**config.mk**
```make
export PLATFORM = sky130hd
export DESIGN_NAME = word_byte_serializer
export DESIGN_NICKNAME = d
export VERILOG_FILES = /design/src/rtl/ser_pkg.sv /design/src/rtl/splitter.sv /design/src/rtl/word_byte_serializer.sv
export SDC_FILE = /design/constraint.sdc
export NUM_CORES = 1
export LEC_CHECK = 0
export CAP_MARGIN = 20
export CORE_MARGIN = 2
export CORE_UTILIZATION = 44
export DETAILED_ROUTE_END_ITERATION = 12
export HOLD_SLACK_MARGIN = 0.12
export PLACE_DENSITY = 0.74
export SLEW_MARGIN = 5
export SYNTH_ARGS = -nofsm -noshare
export SYNTH_HDL_FRONTEND = slang
export SYNTH_HIERARCHICAL = 1
export SYNTH_SLANG_ARGS = --single-unit
export TNS_END_PERCENT = 5
```
**constraint.sdc**
```tcl
create_clock -name clk -period 2.7 [get_ports clk]
set_input_delay 0.675 -clock clk [delete_from_list [all_inputs] [get_ports clk]]
set_output_delay 0.675 -clock clk [all_outputs]
set_load 0.01 [all_outputs]
```
**src/rtl/ser_pkg.sv**
```systemverilog
// Shared constants, state encoding and the enabled-lane priority scan for the byte serializer.
package ser_pkg;

  localparam int BYTE_W     = 8;
  localparam int WORD_BYTES = 4;

  typedef enum logic [0:0] {IDLE = 1'b0, SEND = 1'b1} state_e;

  typedef struct packed {
    logic       found;
    logic [1:0] idx;
  } scan_t;

  // Lane idx 0 is A[31:24] (enable bit 3); the scan walks lanes in send order
  // starting at p (inclusive) or just after p, and returns the first enabled lane.
  function automatic scan_t next_lane(input logic [3:0] be, input logic [1:0] p,
                                      input logic msb_first, input logic incl);
    scan_t      r;
    logic [1:0] pos;
    logic [2:0] start;
    logic [1:0] lane;
    r     = '0;
    pos   = msb_first ? p : 2'd3 - p;
    start = incl ? {1'b0, pos} : {1'b0, pos} + 3'd1;
    for (int o = WORD_BYTES - 1; o >= 0; o--) begin
      lane = msb_first ? o[1:0] : 2'd3 - o[1:0];
      if (({1'b0, o[1:0]} >= start) && be[2'd3 - lane]) begin
        r.found = 1'b1;
        r.idx   = lane;
      end
    end
    return r;
  endfunction

endpackage

```
**src/rtl/splitter.sv**
```systemverilog
// Byte-lane extractor: o1 = a[31:24] ... o4 = a[7:0]; purely combinational, no flow control.
module splitter
  import ser_pkg::*;
(
  input  logic [BYTE_W*WORD_BYTES-1:0] a,
  output logic [BYTE_W-1:0]            o1,
  output logic [BYTE_W-1:0]            o2,
  output logic [BYTE_W-1:0]            o3,
  output logic [BYTE_W-1:0]            o4
);

  assign o1 = a[31:24];
  assign o2 = a[23:16];
  assign o3 = a[15:8];
  assign o4 = a[7:0];

endmodule

```
**src/rtl/word_byte_serializer.sv**
```systemverilog
// Word-to-byte serializer: first byte 1 cycle after accept, one enabled byte per cycle.
// Holds the current byte under out_ready=0; in_ready opens combinationally on the last byte taken.
module word_byte_serializer
  import ser_pkg::*;
#(
  parameter bit MSB_FIRST = 1'b1,
  parameter int CNT_W     = 16
) (
  input  logic             clk,
  input  logic             reset,
  input  logic             in_valid,
  output logic             in_ready,
  input  logic [31:0]      in_word,
  input  logic [3:0]       in_be,
  output logic             out_valid,
  input  logic             out_ready,
  output logic [7:0]       out_data,
  output logic             out_last,
  output logic             busy,
  output logic [CNT_W-1:0] byte_count
);

  localparam logic [0:0] ST_IDLE = IDLE;
  localparam logic [0:0] ST_SEND = SEND;

  logic [0:0]  state;
  logic [31:0] word;
  logic [3:0]  mask;
  logic [1:0]  idx;
  logic [7:0]  o1, o2, o3, o4;
  scan_t       nxt, first;
  logic        fire, accept;

  splitter u_split (
    .a  (word),
    .o1 (o1),
    .o2 (o2),
    .o3 (o3),
    .o4 (o4)
  );

  assign nxt   = next_lane(mask, idx, MSB_FIRST, 1'b0);
  assign first = next_lane(in_be, MSB_FIRST ? 2'd0 : 2'd3, MSB_FIRST, 1'b1);

  assign out_valid = (state == ST_SEND);
  assign busy      = out_valid;
  assign out_last  = out_valid && !nxt.found;
  assign fire      = out_valid && out_ready;
  // Finishing the last byte frees the holding slot in the same cycle, so words stream without a bubble.
  assign in_ready  = !reset && ((state == ST_IDLE) || (fire && out_last));
  assign accept    = in_valid && in_ready;

  always_comb begin
    out_data = o1;
    case (idx)
      2'd0:    out_data = o1;
      2'd1:    out_data = o2;
      2'd2:    out_data = o3;
      default: out_data = o4;
    endcase
  end

  always_ff @(posedge clk or posedge reset) begin
    if (reset) begin
      state      <= ST_IDLE;
      word       <= '0;
      mask       <= '0;
      idx        <= '0;
      byte_count <= '0;
    end else begin
      if (fire) byte_count <= byte_count + CNT_W'(1);
      if (accept) begin
        if (in_be != 4'd0) begin
          state <= ST_SEND;
          word  <= in_word;
          mask  <= in_be;
          idx   <= first.idx;
        end else begin
          state <= ST_IDLE;
        end
      end else if (fire) begin
        if (out_last) state <= ST_IDLE;
        else          idx   <= nxt.idx;
      end
    end
  end

endmodule

```
Yosys cells after proc, flatten, opt, wreduce, memory -nomap -nowiden
Cells that the tools add are included.

word-level totals
  register bits = 55
  logic and storage cells = 52
  bits of input ports = 40

cells by class
  eq/ne operators = 4
  order comparisons = 4
  bitwise gates (word level) = 1
  reductions and logical operators = 19
  muxes and demuxes = 17
  add/subtract/negate cells = 2

operators with widths
  cell                                                   number
  case mux 8 bit (3 select lines)                        1
  adder 16 x 1 -> 16 bit, second input constant          1
  two-way mux 2 bit                                      8
  two-way mux 3 bit                                      4
  logical AND 1 bit                                      9
  >= comparator 1 x 3 -> 1 bit, first input constant     2
  >= comparator 2 x 3 -> 1 bit, first input constant     2
  two-way mux 1 bit                                      4
  inequality test 2 x 1 -> 1 bit, second input constant  2
  AND reduction 2 bit                                    2
  nonzero test 2 bit                                     2
  nonzero test 4 bit                                     1
  adder 2 x 1 -> 3 bit, second input constant            1
  AND reduction 3 bit                                    1
  == test 2 x 1 -> 1 bit, second input constant          1
  == test 2 bit, second input constant                   1
  zero test 1 bit                                        2
  zero test 2 bit                                        1
  logical OR 1 bit                                       1
  NOT 1 bit                                              1

Depth between registers and ports, before layout
Gate-level depths: netlist (run 1).

  word-level depth = 15
  mapped depth = 7

Cells and area by module
The synthesis (run 1) kept the hierarchy.

modules (own cells, without submodules)
  module                instances  seq. area each (µm²)  cells an instance  area an instance (µm²)
  word_byte_serializer  1          1,351.3               184                2,482.4
  splitter              1          0.0                   32                 240.2

Worst setup path before layout (run 1)
OpenSTA, ideal clock, no wires.

  kind = input-to-reg
  start point = in reset
  end point = reg word[10]
  stages = 6
  setup slack = -0.356 ns
  data required time = 2.572 ns
  arrival = 2.928 ns
  cells stage by stage = inv_1 > nand3_1 > nand2b_1 > buf_2 > buf_4 > mux2_1

on the way
  longest elaborated chain between the ends = 4

RTL lines
  element                               RTL line                    source
  from (decl)                           word_byte_serializer.sv:10  input logic reset,
  zero test 1 bit (no source line)      -
  logical AND 1 bit                     word_byte_serializer.sv:50  assign in_ready = !reset && ((state == ST_IDLE) || (fire && out_last));
  logical AND 1 bit                     word_byte_serializer.sv:51  assign accept = in_valid && in_ready;
  AND reduction 2 bit (no source line)  -
  to (signal assigned)                  word_byte_serializer.sv:75  word <= in_word;
  to (decl)                             word_byte_serializer.sv:27  logic [31:0] word;

No other way between the ends.
A chain may end at the register's enable or synchronous reset.

Final worst setup path (run 1)
  start point = reg idx[0]
  end point = out out_data[7]

on the way
  longest elaborated chain between the ends = 2
  elaborated cells between the ends (all ways) = 4

RTL lines
  element                                      RTL line                    source
  from (decl)                                  word_byte_serializer.sv:29  logic [1:0] idx;
  from (signal assigned)                       word_byte_serializer.sv:77  idx <= first.idx;
  from (signal assigned)                       word_byte_serializer.sv:83  else idx <= nxt.idx;
  == test 2 bit, or another cell as far along  word_byte_serializer.sv:55  case (idx)
  case mux 8 bit (3 select lines) (*)          word_byte_serializer.sv:55
  to (decl)                                    word_byte_serializer.sv:17  output logic [7:0] out_data,

Mark *: on every way between the ends. The rest lies on a longest branch, timed or not.

==> impl_metrics.yaml, run 1 <==
critical_path:
  cp.arrival_ps: 1880
  cp_max_fo: 9
  startpoint_type: "flip-flop"
  nature_of_the_critical_path_endpoint: "output pin"
  critical_path.startpoint: "idx[0]"
  r2r-start: "idx[1]"
  crit_required_ps: 2030
  worstSetupPathType: "reg -> out"
  rr_worst_depth: 8
global_routing:
  vias_in_the_first_global_route: 1736
  pin_count_of_the_biggest_net_entering_global_routing: 55
  grt_overall_usage: 0.159
  overflow: 0
  grt_antenna_before_repair: 0
  wire_length_of_the_first_global_routing_pass_mm: 8.11
finish:
  area_of_the_multi_input_gates_mm2: 0.00107
  fin_nets: 300
  finalCoreUtilization: 0.566
  most_frequent_cells_in_the_layout: "clkdlybuf4s50_1 (66), dfrtp_1 (53), mux2_2 (19), mux2_1 (16), nor2_1 (10)"
  diodes: 0
  regArea_mm2: 0.00135
  final_layout_size_suffix_gt1_frac: 0.178
  signed_area_change_from_the_synthesized_netlist_to_the_final_layout_pct: 23.9
  final_common_cell: "clkdlybuf4s50_1"
  post-route-cell-area_mm2: 0.00337
  layout.filler_cells: 538
logic_synthesis:
  synth_warnings: 6
  synth_top_cell_by_area: "dfrtp_1"
  total_nets_after_synthesis: 257
  ys_seq_elements: 54
  yosys.cell_types.count: 31
  synth-seq-area-share: 0.496
  synthesis.area_mm2: 0.00272
  biggest_area_contributors_in_the_synthesized_netlist: "dfrtp_1 (50%), buf_4 (9.9%), mux2_2 (7.9%)"
  post_synth.cell_area_avg_um2: 12.6
  syn-instance-count: 216
  yosys.area.top_type_share: 0.496
hold_path:
  hold_class: "reg -> reg"
  hold-path-cell-count: 1
  hold_path_startpoint: "byte_count[15]"
sta:
  max_freq_ghz: 0.391
  final_hold_violating_endpoints: 0
  final.min_clock_period_ps: 2560
  worst_pin_slew_ps: 694
  grt_setup_unrepaired: "no"
  final_max_slew_viol_count: 0
  skew_ps: 5.44
  setup_viol: 0
  final.hold.worst_slack_ps: 487
  layout_worst_path_cycle_share: 0.948
  timing.slew.headroom: 0.538
floorplan:
  initial_core_util: 0.457
  ioPinCount: 68
  die_area_mm2: 0.00683
  die_x_um: 82.7
  num_rows: 28
  coreArea_mm2: 0.00596
  die_height_um: 82.7
cts:
  clk_root_buffer_cell: "clkbuf_8"
  ctsHoldBuffers: 0
  cts-buffers-inserted: 5
  tritoncts_clock_tree: "yes"
  worst_setup_hold_path_clk_slew_ps: 90
  clock_sinks: 54
  clk_latency_ps: 300
  h-tree-depth: 2
  maximum_number_of_buffers_from_clock_root_to_sink: 2
placement:
  gp_routability_congestion: 0.749
  dpl.hpwl_mm: 3.54
  instance_area_at_placement_mm2: 0.00329
  io_buffer_count: 67
run:
  cap_violations: 0
pwr:
  power_mw: 3.31
  irDropWorstVdd_uv: 449
  cellLeakagePower_nw: 1.41
  power.density_mw_per_mm2: 982
routing:
  drt_first_iter_violations: 38
  vias: 1680
  route.detailed.wl_per_inst_um: 14.8
  ant_nets: 0
  route.detailed.vias_per_inst: 5.03
  route.detailed.drc: 0
  routed_wirelength_mm: 4.96
  firstDrtPassIters: 3
run_status:
  status: "completed"
==> final timing paths <==
| check | end | slack, ps |
|---|---|---|
| hold reg to reg | byte_count[15] | 490 |
| hold / removal | byte_count[15] | 490 |
| min in group asynchronous | mask[2] | 1000 |
| max in group asynchronous | idx[0] | 1210 |
| setup reg to reg | word[28] | 710 |
| setup / recovery | out_data[7] | 140 |
==> synthesized netlist by cell type <==
cell type	instances
nor2_1	10
mux2i_1	2
nor3_1	1
nor3b_1	1
o21bai_1	1
buf_2	3
mux2_2	19
inv_1	4
and3_1	1
nand4_1	3
a22o_1	3
and2_1	1
nand2b_1	4
mux2_1	16
a21oi_1	3
ha_1	1
xnor2_1	9
xor2_1	6
o21ai_1	2
nand3_1	8
or2_2	1
dfrtp_1	54
a2111oi_4	1
buf_4	36
nor2b_1	2
nand2_1	7
mux4_2	8
and4_1	2
buf_1	1
o21ai_0	5
o221ai_1	1
==> final cells by class <==
| type | instances | share of cell area |
|---|---|---|
| Sequential cell | 54 | 0.401 |
| Multi-Input combinational cell | 118 | 0.317 |
| Timing Repair Buffer | 76 | 0.226 |
| Tap cell | 75 | 0.0278 |
| Clock buffer | 7 | 0.0226 |
| Inverter | 4 | 0.00556 |
==> logic make-up after synthesis <==
group	Yosys count	share of synthesized area
AO/OA/AOI/OAI	16	0.0441
multiplexers	45	0.218
AND/OR/NAND/NOR	41	0.0768
XOR/XNOR	15	0.0483
flip-flops	54	0.496
adder cells (fa/ha/maj)	1	0.00459
buffers and inverters	44	0.112
==> flip-flops by register name, summed over array words and instances, names as in the netlist <==
signal and flops:
word 32, mask 3, idx 2, busy 1, byte_count 16
==> metal layers <==
metal,vias up,GRT usage,wire [um]
met5,-,0,0
met4,0,0.0541,69
met3,6,0.0348,195
met2,34,0.270,2500
met1,838,0.201,2190
li1,802,-,-
==> critical path, stage by stage (launching register included) <==
cell,delay (ps)
dfrtp_2,420
buf_12,160
mux4_2,500
clkdlybuf4s50_1,510
==> through the flow <==
stage	instances	worst slack [ps]	setup TNS (ps)
4_1_cts	334	56.5	0
3_3_place_gp	326	-31.0	-31.0
3_5_place_dp	326	-60.3	-60.3
6_report	334	141	0
2_1_floorplan	216	42.8	0
5_1_grt	334	58.4	0
==> what timing repair did <==
action                                  CTS  global route
setup buffers                             1             0
endpoints found under the setup margin    1             2
pin swaps                                 1             0
endpoints found under the hold margin     0             0
resized for setup                         1             1
==> report_power, final <==
| part | switching [mW] | total, mW | internal [mW] | leakage [nW] |
|---|---|---|---|---|
| Combinational | 0.555 | 1.52 | 0.962 | 0.703 |
| Clock | 0.242 | 0.421 | 0.179 | 0.0383 |
| Sequential | 0.231 | 1.37 | 1.14 | 0.664 |
| Total | 1.03 | 3.31 | 2.28 | 1.41 |
(Power assumes the default switching activity.)
==> run 2: changes to the inputs <==
--- a/config.mk
+++ b/config.mk
@@ -9,6 +9,7 @@
 export CORE_MARGIN = 2
 export CORE_UTILIZATION = 44
 export DETAILED_ROUTE_END_ITERATION = 12
+export GPL_TIMING_DRIVEN = 0
 export HOLD_SLACK_MARGIN = 0.12
 export PLACE_DENSITY = 0.74
 export SLEW_MARGIN = 5
==> constraint.sdc (replaced) <==
create_clock -name clk -period 2.3 [get_ports clk]
set_input_delay 0.575 -clock clk [delete_from_list [all_inputs] [get_ports clk]]
set_output_delay 0.575 -clock clk [all_outputs]
set_load 0.01 [all_outputs]
==> run 2 against run 1 <==
  * Sequential power rose by 18%
  * Utilization rose by 5.0 points
  * Critical path depth did not move
  * Total power rose by 30%
  * Highest routed layer unchanged
  * Clock-buffer cell count rose by 1
  * Clock power rose by 43%
  * Wire length rose by 11%
  * Combinational power rose by 39%
  * First-iteration DRC count rose by 37%
  * Global-route usage rose by 1.8 points
  * Design area rose by 8.9%
  * Critical path type unchanged
  * Register-to-register slack got worse by 330 ps
==> impl_metrics.yaml, run 2 (synthesized netlist as in run 1, its figures left out) <==
finish:
  final_layout_size_suffix_gt1_frac: 0.319
  finalCoreUtilization: 0.617
  diodes: 0
  registers.top_by_ff_count: "word"
  layout.filler_cells: 506
  number_of_flip_flops_in_the_largest_register: 32
  signed_area_change_from_the_synthesized_netlist_to_the_final_layout_pct: 34.9
  fin_nets: 335
  reg_top3: "word x32, byte_count x16, mask x3"
  most_frequent_cells_in_the_layout: "clkdlybuf4s50_1 (55), dfrtp_1 (53), buf_4 (35), mux2_2 (19), mux2_1 (16)"
  final_common_cell: "clkdlybuf4s50_1"
pwr:
  cellLeakagePower_nw: 1.61
  power_mw: 4.32
  power.density_mw_per_mm2: 1180
  irDropWorstVdd_uv: 578
run:
  cap_violations: 0
cts:
  clock_sinks: 54
  clk_latency_ps: 300
  h-tree-depth: 2
  clk_root_buffer_cell: "clkbuf_8"
  ctsHoldBuffers: 0
  worst_setup_hold_path_clk_slew_ps: 90
  maximum_number_of_buffers_from_clock_root_to_sink: 2
  tritoncts_clock_tree: "yes"
  cts-buffers-inserted: 5
placement:
  io_buffer_count: 67
  gp_routability_congestion: 0.775
  dpl.hpwl_mm: 4.02
routing:
  route.detailed.drc: 0
  route.detailed.vias_per_inst: 4.93
  firstDrtPassIters: 4
  drt_first_iter_violations: 52
  routed_wirelength_mm: 5.48
  ant_nets: 0
  route.detailed.wl_per_inst_um: 14.8
  vias: 1824
critical_path:
  crit_required_ps: 1730
  worstSetupPathType: "reg -> out"
  startpoint_type: "flip-flop"
  cp.arrival_ps: 1680
  cp_max_fo: 10
  nature_of_the_critical_path_endpoint: "output pin"
global_routing:
  wire_length_of_the_first_global_routing_pass_mm: 8.82
  use_met2: 0.302
  pin_count_of_the_biggest_net_entering_global_routing: 31
  vias_in_the_first_global_route: 1850
  overflow: 0
  routing_usage_on_met1: 0.230
  grt_overall_usage: 0.177
  met3_usage: 0.0250
  grt_antenna_before_repair: 0
  grt.busiest_layer: "met2"
floorplan:
  num_rows: 28
  ioPinCount: 68
  die_height_um: 82.7
  die_x_um: 82.7
  die_area_mm2: 0.00683
  coreArea_mm2: 0.00596
  initial_core_util: 0.457
sta:
  final.min_clock_period_ps: 2260
  final_max_slew_viol_count: 0
  grt_setup_unrepaired: "yes"
  timing.slew.headroom: 0.576
  layout_worst_path_cycle_share: 0.982
  skew_ps: 3.59
  final_hold_violating_endpoints: 0
  max_freq_ghz: 0.443
  worst_pin_slew_ps: 632
  setup_viol: 0
run_status:
  status: "completed"
hold_path:
  hold_class: "reg -> reg"
==> run 2: cell count changes in the layout (fill, tap and decap cells not counted), sizes merged <==
cell           before  now
buf                 9   43
clkdlybuf4s50      66   55
clkbuf              7   13
clkdlybuf4s15       0    5
clkinvlp            1    2
dlymetal6s2s        0    1
==> run 2: critical path: stages, from the launching register on <==
cell	delay (ps)
dfrtp_1	440
buf_12	170
mux4_2	520
clkdlybuf4s15_1	250
==> run 2: final cells by class <==
type	count	area [um2]	share of cell area
plain buffers	40	323	0.0879
clock buffers	8	110	0.0300
inverters	4	18.8	0.00511
multi-input cells	118	1090	0.296
flip-flops and latches	54	1350	0.368
well taps	75	93.8	0.0256
repair buffers	70	683	0.186
repair inverters	1	5.00	0.00136
==> run 2: worst paths after layout <==
kind                                start        endpoint  slack (ps)  cells after the start
min                        byte_count[15]  byte_count[15]         480                      1
max                                idx[0]     out_data[2]          40                      3
max in group asynchronous           reset          idx[1]        1440                      2
max reg2reg                        idx[1]        word[27]         380                      8
min reg2reg                byte_count[15]  byte_count[15]         480                      1
min in group asynchronous           reset   byte_count[9]         490                      3
==> run 2: metal layers <==
metal | share of wire | vias to the layer above
met1 | 0.45 | 908
li1 | - | 876
met4 | 0.016 | 0
met3 | 0.033 | 6
met2 | 0.50 | 34
met5 | 0 | -
==> run 2: repair_timing <==
action	CTS	global route
gates cloned	1	0
endpoints found under the hold margin	0	0
pin swaps	1	2
endpoints found under the setup margin	47	9
buffers inserted	2	0
resized for setup	18	20
==> run 2: stage by stage <==
stage	TNS, ps	cell area, um2	setup WS [ps]	instances	hold slack [ps]
floorplan	-4090	2750	-160	216	465
global placement	-49230	3510	-1500	358	462
detailed placement	-33170	3530	-1090	359	455
CTS	-189	3670	-189	370	478
global route	-16.2	3670	-16.2	370	491
finish	0	3670	41.0	370	478
==> run 2: where the power goes <==
| part | internal [mW] | total (mW) | leakage, nW | switching (mW) |
|---|---|---|---|---|
| sequential | 1.34 | 1.61 | 0.664 | 0.264 |
| clock | 0.305 | 0.601 | 0.0575 | 0.296 |
| combinational | 1.35 | 2.11 | 0.892 | 0.764 |
| total | 3.00 | 4.32 | 1.61 | 1.32 |
==> run 3: changes to the inputs <==
--- a/config.mk
+++ b/config.mk
@@ -8,8 +8,8 @@
 export CAP_MARGIN = 20
 export CORE_MARGIN = 2
 export CORE_UTILIZATION = 44
+export CTS_CLUSTER_DIAMETER = 40
 export DETAILED_ROUTE_END_ITERATION = 12
-export GPL_TIMING_DRIVEN = 0
 export HOLD_SLACK_MARGIN = 0.12
 export PLACE_DENSITY = 0.74
 export SLEW_MARGIN = 5
==> run 3 against run 2 <==
  * The flow now finishes with violations (negative setup slack)
  * First-iteration DRC count decreased by 31%
  * Hold slack improved by 4.5 ps
  * Wire length decreased by 9.9%
  * Register-to-register slack improved by 90 ps
  * Largest power group unchanged
  * Total power decreased by 11%
  * Sequential share of layout area increased by 2.7 points
  * Via count decreased by 7.9%
  * Clock-buffer cell count decreased by 1
  * Sequential cell count unchanged
  * Clock power decreased by 11%
  * Highest routed layer unchanged
  * Design area decreased by 6.8%
  * Final cell count decreased by 8.1%
==> impl_metrics.yaml, run 3 (synthesized netlist as in run 1, its figures left out) <==
finish:
  most_frequent_cells_in_the_layout: "clkdlybuf4s50_1 (57), dfrtp_1 (54), mux2_2 (19), mux2_1 (16), buf_4 (12)"
  finalCoreUtilization: 0.574
  diodes: 0
  post_layout_nonfiller_instances: 340
  reg_top3: "word x32, byte_count x16, mask x3"
  post-route-cell-area_mm2: 0.00342
  final_layout_size_suffix_gt1_frac: 0.200
  layout.filler_cells: 546
  fin_nets: 305
  registers.top_by_ff_count: "word"
  number_of_flip_flops_in_the_largest_register: 32
  final_common_cell: "clkdlybuf4s50_1"
  signed_area_change_from_the_synthesized_netlist_to_the_final_layout_pct: 25.6
cts:
  clk_latency_ps: 300
  maximum_number_of_buffers_from_clock_root_to_sink: 2
  tritoncts_clock_tree: "yes"
  worst_setup_hold_path_clk_slew_ps: 90
  cts-buffers-inserted: 5
  clk_root_buffer_cell: "clkbuf_8"
  h-tree-depth: 2
  ctsHoldBuffers: 0
  clock_sinks: 54
floorplan:
  die_height_um: 82.7
  coreArea_mm2: 0.00596
  die_area_mm2: 0.00683
  initial_core_util: 0.457
  num_rows: 28
  die_x_um: 82.7
  ioPinCount: 68
pwr:
  power.density_mw_per_mm2: 1120
  switching_share: 0.316
  p_seq_frac: 0.412
  power.share.clock: 0.138
  cellLeakagePower_nw: 1.48
  irDropWorstVdd_uv: 506
  internal_power_mw: 2.63
  combPwrFrac: 0.450
  netSwitchingPower_mw: 1.22
  power_mw: 3.85
run:
  cap_violations: 0
run_status:
  status: "finished, violations left"
  failed_checks: "negative setup slack"
hold_path:
  hold_class: "reg -> reg"
critical_path:
  critPathCapture: "in_ready"
  cp.arrival_ps: 1750
  rr_worst_depth: 7
  cp_max_fo: 2
  rr_endpoint: "word[19]"
  critical_path.startpoint: "out_ready"
  r2r-start: "idx[1]"
  nature_of_the_critical_path_endpoint: "output pin"
  worstSetupPathType: "in -> out"
  startpoint_type: "primary input"
  crit_required_ps: 1730
  r2r_setup_slack_ps: 470
sta:
  timing.slew.headroom: 0.552
  layout_worst_path_cycle_share: 1.01
  skew_ps: 8.31
  setup_viol: 1
  worst_pin_slew_ps: 672
  grt_setup_unrepaired: "yes"
  final_max_slew_viol_count: 0
  final.min_clock_period_ps: 2320
  final_hold_violating_endpoints: 0
  max_freq_ghz: 0.431
  final.setup.worst_slack_ps: -22.4
routing:
  drt_first_iter_violations: 36
  firstDrtPassIters: 4
  route.detailed.wl_per_inst_um: 14.5
  ant_nets: 0
  routed_wirelength_mm: 4.94
  route.detailed.drc: 0
  route.detailed.vias_per_inst: 4.94
  vias: 1680
global_routing:
  overflow: 0
  vias_in_the_first_global_route: 1737
  pin_count_of_the_biggest_net_entering_global_routing: 55
  grt_overall_usage: 0.162
  grt_antenna_before_repair: 0
  wire_length_of_the_first_global_routing_pass_mm: 8.26
placement:
  instance_area_at_placement_mm2: 0.00333
  io_buffer_count: 67
  post-place-ws_ps: -278
  gp_routability_congestion: 0.817
  dp_cells: 332
  dpl.hpwl_mm: 3.67
## run 3: cell count changes in the layout (fill, tap and decap cells not counted), sizes merged
cell           previous run  this run
dlygate4sd2               1         7
clkdlybuf4s15             5         0
dlymetal6s2s              1         3
clkinvlp                  2         1
clkdlybuf4s50            55        57
clkbuf                   13         7
clkinv                    0         1
buf                      43        14
## run 3: worst max-delay path, stage by stage
cell	delay, ps
clkdlybuf4s50_1	470
o21ai_1	90
o21ai_1	180
and2_1	160
dlygate4sd2_1	260
## run 3: final cells by class
cell class | count | area (um2) | share of cell area
Clock buffer | 7 | 86.3 | 0.0252
Inverter | 4 | 18.8 | 0.00549
Tap cell | 75 | 93.8 | 0.0274
Multi-Input combinational cell | 118 | 1070 | 0.314
Timing Repair Buffer | 81 | 791 | 0.231
Sequential cell | 54 | 1350 | 0.395
Clock inverter | 1 | 5.00 | 0.00146
## run 3: routing by layer
metal	part of all wire	track usage	routed length, um	vias up
met5	0	0	0	-
li1	-	-	-	812
met4	0.014	0.0557	68	0
met1	0.45	0.211	2200	822
met2	0.50	0.269	2460	41
met3	0.042	0.0348	205	5
## run 3: worst min path at each step
stage | start | to | slack, ps | depth (start not counted)
CTS | byte_count[15] | byte_count[15] | 480 | 1
global route | byte_count[7] | byte_count[7] | 510 | 1
floorplan | word[10] | word[10] | 470 | 1
detailed placement | byte_count[15] | byte_count[15] | 460 | 1
global placement | word[4] | word[4] | 470 | 1
finish | byte_count[15] | byte_count[15] | 480 | 1
## run 3: power by group through the flow
stage / clock network, mW / registers (mW) / logic, mW
finish: 0.532 / 1.58 / 1.73
global route: 0.595 / 1.65 / 1.90
CTS: 0.554 / 1.59 / 1.78
detailed placement: 0 / 1.61 / 1.85
global placement: 0 / 1.58 / 1.81
floorplan: 0 / 1.58 / 1.45
## run 3: repair_timing
| item | in CTS | in global routing |
|---|---|---|
| gates resized for setup | 7 | 4 |
| buffers inserted | 0 | 0 |
| endpoints found under the setup margin | 10 | 5 |
| endpoints found under the hold margin | 0 | 0 |
## run 3: stage by stage
stage | setup TNS, ps | hold slack (ps)
3_5_place_dp | -278 | 461
4_1_cts | -461 | 483
3_3_place_gp | -216 | 470
6_report | -22.4 | 483
2_1_floorplan | -4090 | 465
5_1_grt | -53.7 | 509
